`src/rtl/sap_pkg.sv`:
```
// rtl/sap_pkg.sv - SAP controller opcodes, one-hot T-states and control-word layout
package sap_pkg;

  localparam logic [3:0] OP_LDA = 4'b0000;
  localparam logic [3:0] OP_ADD = 4'b0001;
  localparam logic [3:0] OP_SUB = 4'b0010;
  localparam logic [3:0] OP_OUT = 4'b1110;
  localparam logic [3:0] OP_HLT = 4'b1111;

  localparam logic [5:0] T1 = 6'b000001;
  localparam logic [5:0] T2 = 6'b000010;
  localparam logic [5:0] T3 = 6'b000100;
  localparam logic [5:0] T4 = 6'b001000;
  localparam logic [5:0] T5 = 6'b010000;
  localparam logic [5:0] T6 = 6'b100000;

  localparam int CW_W  = 12;
  localparam int CW_CP = 11;
  localparam int CW_EP = 10;
  localparam int CW_LM = 9;
  localparam int CW_CE = 8;
  localparam int CW_LI = 7;
  localparam int CW_EI = 6;
  localparam int CW_LA = 5;
  localparam int CW_EA = 4;
  localparam int CW_SU = 3;
  localparam int CW_EU = 2;
  localparam int CW_LB = 1;
  localparam int CW_LO = 0;

  // Active-low lines idle high, active-high lines idle low.
  localparam logic [CW_W-1:0] CTRL_IDLE = 12'h3E3;

endpackage

```
`src/rtl/sap_ring_counter.sv`:
```
// rtl/sap_ring_counter.sv - six-state one-hot falling-edge ring with hold and restart
import sap_pkg::*;

module sap_ring_counter (
  input  logic       clk,
  input  logic       rst,
  input  logic       hold,
  input  logic       restart,
  output logic [5:0] t_state
);

  always_ff @(negedge clk or posedge rst) begin
    if (rst) begin
      t_state <= T1;
    end else if (hold) begin
      t_state <= t_state;
    end else if (restart) begin
      t_state <= T1;
    end else begin
      t_state <= {t_state[4:0], t_state[5]};
    end
  end

endmodule

```
`src/rtl/sap_controller.sv`:
```
// rtl/sap_controller.sv - SAP sequencer and control-word decode; SAP_EARLY_END_EN shortens LDA/OUT/NOP
import sap_pkg::*;

module sap_controller #(
  parameter int OP_W = 4
) (
  input  logic            clk,
  input  logic            async_reset,
  input  logic [OP_W-1:0] opcode,
  output logic            pc_inc,
  output logic            pc_out_en,
  output logic            low_mar_i_en,
  output logic            low_ram_o_en,
  output logic            low_ir_i_en,
  output logic            low_ir_o_en,
  output logic            low_acc_i_en,
  output logic            acc_out_en,
  output logic            alu_sub,
  output logic            alu_out_en,
  output logic            low_b_i_en,
  output logic            low_out_i_en,
  output logic            halt,
  output logic [5:0]      t_state
);

  logic            is_lda, is_add, is_sub, is_out, is_hlt, is_nop;
  logic            hold, restart;
  logic [CW_W-1:0] cw;

  assign is_lda = (opcode == OP_W'(OP_LDA));
  assign is_add = (opcode == OP_W'(OP_ADD));
  assign is_sub = (opcode == OP_W'(OP_SUB));
  assign is_out = (opcode == OP_W'(OP_OUT));
  assign is_hlt = (opcode == OP_W'(OP_HLT));
  assign is_nop = !(is_lda || is_add || is_sub || is_out || is_hlt);

  // The ring freezes in T4 on the same edge that sets halt.
  assign hold = halt || ((t_state == T4) && is_hlt);

`ifdef SAP_EARLY_END_EN
  assign restart = ((t_state == T5) && is_lda) ||
                   ((t_state == T4) && is_out) ||
                   ((t_state == T3) && is_nop);
`else
  assign restart = 1'b0;
`endif

  sap_ring_counter u_ring (
    .clk     (clk),
    .rst     (async_reset),
    .hold    (hold),
    .restart (restart),
    .t_state (t_state)
  );

  always_ff @(negedge clk or posedge async_reset) begin
    if (async_reset) begin
      halt <= 1'b0;
    end else if ((t_state == T4) && is_hlt) begin
      halt <= 1'b1;
    end
  end

  always_comb begin
    cw = CTRL_IDLE;
    if (!halt) begin
      if (t_state == T1) begin
        cw[CW_EP] = 1'b1;
        cw[CW_LM] = 1'b0;
      end
      if (t_state == T2) begin
        cw[CW_CP] = 1'b1;
      end
      if (t_state == T3) begin
        cw[CW_CE] = 1'b0;
        cw[CW_LI] = 1'b0;
      end
      if (t_state == T4) begin
        if (is_lda || is_add || is_sub) begin
          cw[CW_EI] = 1'b0;
          cw[CW_LM] = 1'b0;
        end else if (is_out) begin
          cw[CW_EA] = 1'b1;
          cw[CW_LO] = 1'b0;
        end
      end
      if (t_state == T5) begin
        if (is_lda) begin
          cw[CW_CE] = 1'b0;
          cw[CW_LA] = 1'b0;
        end else if (is_add || is_sub) begin
          cw[CW_CE] = 1'b0;
          cw[CW_LB] = 1'b0;
          cw[CW_SU] = is_sub;
        end
      end
      // Su is held through T6 so the ALU output has settled before Eu.
      if ((t_state == T6) && (is_add || is_sub)) begin
        cw[CW_EU] = 1'b1;
        cw[CW_LA] = 1'b0;
        cw[CW_SU] = is_sub;
      end
    end
  end

  assign pc_inc       = cw[CW_CP];
  assign pc_out_en    = cw[CW_EP];
  assign low_mar_i_en = cw[CW_LM];
  assign low_ram_o_en = cw[CW_CE];
  assign low_ir_i_en  = cw[CW_LI];
  assign low_ir_o_en  = cw[CW_EI];
  assign low_acc_i_en = cw[CW_LA];
  assign acc_out_en   = cw[CW_EA];
  assign alu_sub      = cw[CW_SU];
  assign alu_out_en   = cw[CW_EU];
  assign low_b_i_en   = cw[CW_LB];
  assign low_out_i_en = cw[CW_LO];

  a_bus_contention: assert property (@(posedge clk) disable iff (async_reset)
    $onehot0({pc_out_en, !low_ram_o_en, !low_ir_o_en, acc_out_en, alu_out_en}));

endmodule

```
`config.mk`:
```
export PLATFORM = sky130hd
export DESIGN_NAME = sap_controller
export DESIGN_NICKNAME = d
export VERILOG_FILES = /design/src/rtl/sap_pkg.sv /design/src/rtl/sap_ring_counter.sv /design/src/rtl/sap_controller.sv
export SDC_FILE = /design/constraint.sdc
export NUM_CORES = 1
export LEC_CHECK = 0
export ABC_AREA = 1
export CORE_AREA = 4 4 41 43
export CTS_CLUSTER_SIZE = 20
export DETAILED_ROUTE_END_ITERATION = 12
export DIE_AREA = 0 0 45 47
export GPL_TIMING_DRIVEN = 0
export HOLD_SLACK_MARGIN = 0.12
export PLACE_DENSITY = 0.78
export RECOVER_POWER = 100
export SYNTH_ARGS = -nofsm -noshare
export SYNTH_HDL_FRONTEND = slang
export SYNTH_SLANG_ARGS = --single-unit
export TNS_END_PERCENT = 1
```
`constraint.sdc`:
```
create_clock -name clk -period 2.1 [get_ports clk]
set_clock_uncertainty 0.1 [all_clocks]
set_input_delay 0.21 -clock clk [delete_from_list [all_inputs] [get_ports clk]]
set_output_delay 0.21 -clock clk [all_outputs]
set_load 0.02 [all_outputs]
```
==> qor.txt <==
Final Non-Filler Cells -> 144
Max VDD drop -> 373 uV
Hold Path Depth -> 3
Global routing usage on met1 -> 0.175
Crit Path Class -> register to primary output
Nets@finish -> 136
Initial antenna violation count -> 0
# diodes -> 0
Core area -> 1300 um^2
DRC errors left -> 0
Core Rows -> 13
Pin count of the biggest net entering global routing -> 9
Total gr overflow -> 0
Worst min-delay path category -> register to register
Top-area cell type share of the netlist area -> 0.291
WHS -> 0.518 ns
Leak -> 0.000537 uW
Critical Path Slowest Stage Cell -> dfrtn_1
#FFs+latches synth -> 7
Area Overhead vs Synth -> 109%
Insertion delay to the later sink of the worst-skew pair -> 0.31 ns
Switching Share -> 0.231
Vias -> 734
Met2 Track Usage GR -> 0.282
Max stage delay on crit path -> 0.42 ns
Fraction of layout cells with a size suffix above 1 -> 0.550
Sequential power share -> 0.488
Mean Syn Cell Area -> 6.15 um^2
Max FO, Critical Path -> 2
Vias per cell -> 5.10
Unrepaired setup endpoints after global routing -> yes
Primary FF master, synth -> dfrtn_1
Starting Density -> 0.397
Die Y -> 47 um
Setup violators final -> 24
CTS hold repair buffers -> 0
Clk pwr share -> 0.435
Vias in the first global route -> 550
GRT Total Usage -> 0.161
Post-synth net total -> 90
Bufs on Longest Clock Path -> 2
CTS tree -> built
Sw power -> 64.3 uW
H-tree depth -> 1
Status -> finished with violations
Crit path capture type -> primary output
Final setup margin -> -0.752 ns
YS warnings -> 0
Sequential area share after synthesis -> 0.341
Hold Startpoint -> u_ring.t_state[1]
First-pass DRT Iterations -> 4
Design Power -> 279 uW
Synth cell types -> 15
Post-DR wirelength/cell -> 14.1 um
CTS root buffer -> clkbuf_4
Clock slew at reported path FFs -> 0.04 ns
Failing checks -> setup timing
Worst reg2reg setup slack -> 0.44 ns
Final-report max-slew violation count -> 0
Die Span X -> 45 um
CP arrival -> 2.54 ns
Port Buffers -> 24
Comb power frac -> 0.077
Post-synth EDFFs -> 0
Measured slew at the worst slew-check pin -> 0.378 ns
Slew HR -> 0.746
DRT Wirelength -> 2030 um
WP data required -> 1.79 ns
TritonCTS Buffers -> 3
Max_cap viols -> 0
Pint -> 214 uW
PD cells -> 258 nW/um^2
Gr busiest metal -> met2
Synthesized cell area -> 517 um^2
Post-synth top cells -> 26 x nand2_1, 15 x inv_1, 13 x nor2_1, 9 x nand3_1, 6 x dfrtn_1
Met3 Resource Use GR -> 0.0230
Syn Inst Count -> 84
Clock Sinks -> 7
Crit Reg-Reg Endpoint -> u_ring.t_state[2]
Die area -> 2120 um^2
1st-iter DRT viols -> 17
Area leader, netlist -> dfrtn_1
Worst r2r path cells -> 8
Ys async rst share -> 1.00
CP startpoint kind -> register
Reg2Reg Launch Point -> u_ring.t_state[0]
Most frequent cell on the critical path -> inv_1
Gp weighted congestion -> 0.811
Final core occ -> 0.831
Final Hold Fails -> 0
Largest cells by area after synthesis -> dfrtn_1 29%, nand2_1 19%, inv_1 11%
Count leader, synth -> nand2_1
Placed insts -> 123
Global-route wire length before repair -> 2360 um
Final ANT Viol Nets -> 0
Dpl hpwl -> 1110 um
Io pins -> 25
Hold endpoint -> u_ring.t_state[1]
CP Cell Sequence -> inv_1 > nor2_1 > nand2_1 > nor2_2 > nand3_2 > inv_1 > buf_2
## power by group through the flow
stage | Clock, uW | Sequential, uW | Combinational (uW)
finish | 121 | 136 | 21.4
global route | 135 | 136 | 23.2
CTS | 127 | 136 | 19.3
detailed placement | 5.96 | 138 | 19.9
global placement | 5.96 | 138 | 19.9
floorplan | 5.96 | 138 | 7.14
## repair_timing
| action | CTS | global route |
|---|---|---|
| endpoints found under the setup margin | 25 | 25 |
| buffers inserted | 7 | 10 |
| pin swaps | 2 | 8 |
| resized for setup | 97 | 36 |
## layout make-up
class / instances / area (um^2)
clock buffers: 3 / 22.5
clock inverters: 2 / 7.51
fillers: 85 / 220
inverters: 16 / 65.1
multi-input cells: 60 / 407
flip-flops and latches: 7 / 176
well taps: 15 / 18.8
repair buffers: 41 / 384
## metrics by stage
step,worst slack (ns),TNS [ns],instance area (um^2)
finish,-0.752,-10.31,1080
global route,-0.828,-11.82,1080
CTS,-0.702,-10.87,926
detailed placement,-0.915,-15.88,848
global placement,-0.905,-15.57,848
floorplan,-0.415,-4.38,589
## cells by family after synthesis
| logic type | Yosys count | synth area share |
|---|---|---|
| buf+inv | 17 | 0.123 |
| flops | 7 | 0.341 |
| simple gates | 57 | 0.494 |
| mux | 1 | 0.0218 |
| compound gates | 2 | 0.0194 |
## worst max-delay path by stage
stage	depth (start not counted)	slack, ns	to	start
finish	7	-0.75	alu_out_en	u_ring.t_state[5]
global route	7	-0.83	alu_out_en	u_ring.t_state[5]
CTS	7	-0.70	low_b_i_en	u_ring.t_state[0]
detailed placement	7	-0.91	low_acc_i_en	u_ring.t_state[0]
global placement	7	-0.90	low_ram_o_en	u_ring.t_state[0]
floorplan	4	-0.42	low_mar_i_en	halt
## registers in the layout, summed over array words and instances (netlist names)
name,count
u_ring.t_state,6
halt,1
## layer usage
metal	wire length (um)	share of wire	vias up
met3	142	0.070	9
li1	-	-	350
met5	0	0	-
met2	1130	0.56	34
met1	682	0.34	341
met4	78	0.038	0
## cells in the final DEF, fill, tap and decap left out, types with 3 or more instances in the layout
master	instances
dfrtn_1	6
nor2_1	4
inv_2	3
buf_6	17
nand3_1	8
clkbuf_4	3
inv_1	14
nand2_2	8
nor2_2	3
nand2_1	18
nor2_4	9
buf_4	18
## worst max-delay path, delay by kind of cell, from the launching register on
kind / cells / cell delay (ns)
and+or+nand+nor: 4 / 0.49
DFF: 1 / 0.42
buffers and inverters: 3 / 0.32
(Power assumes the default switching activity.)
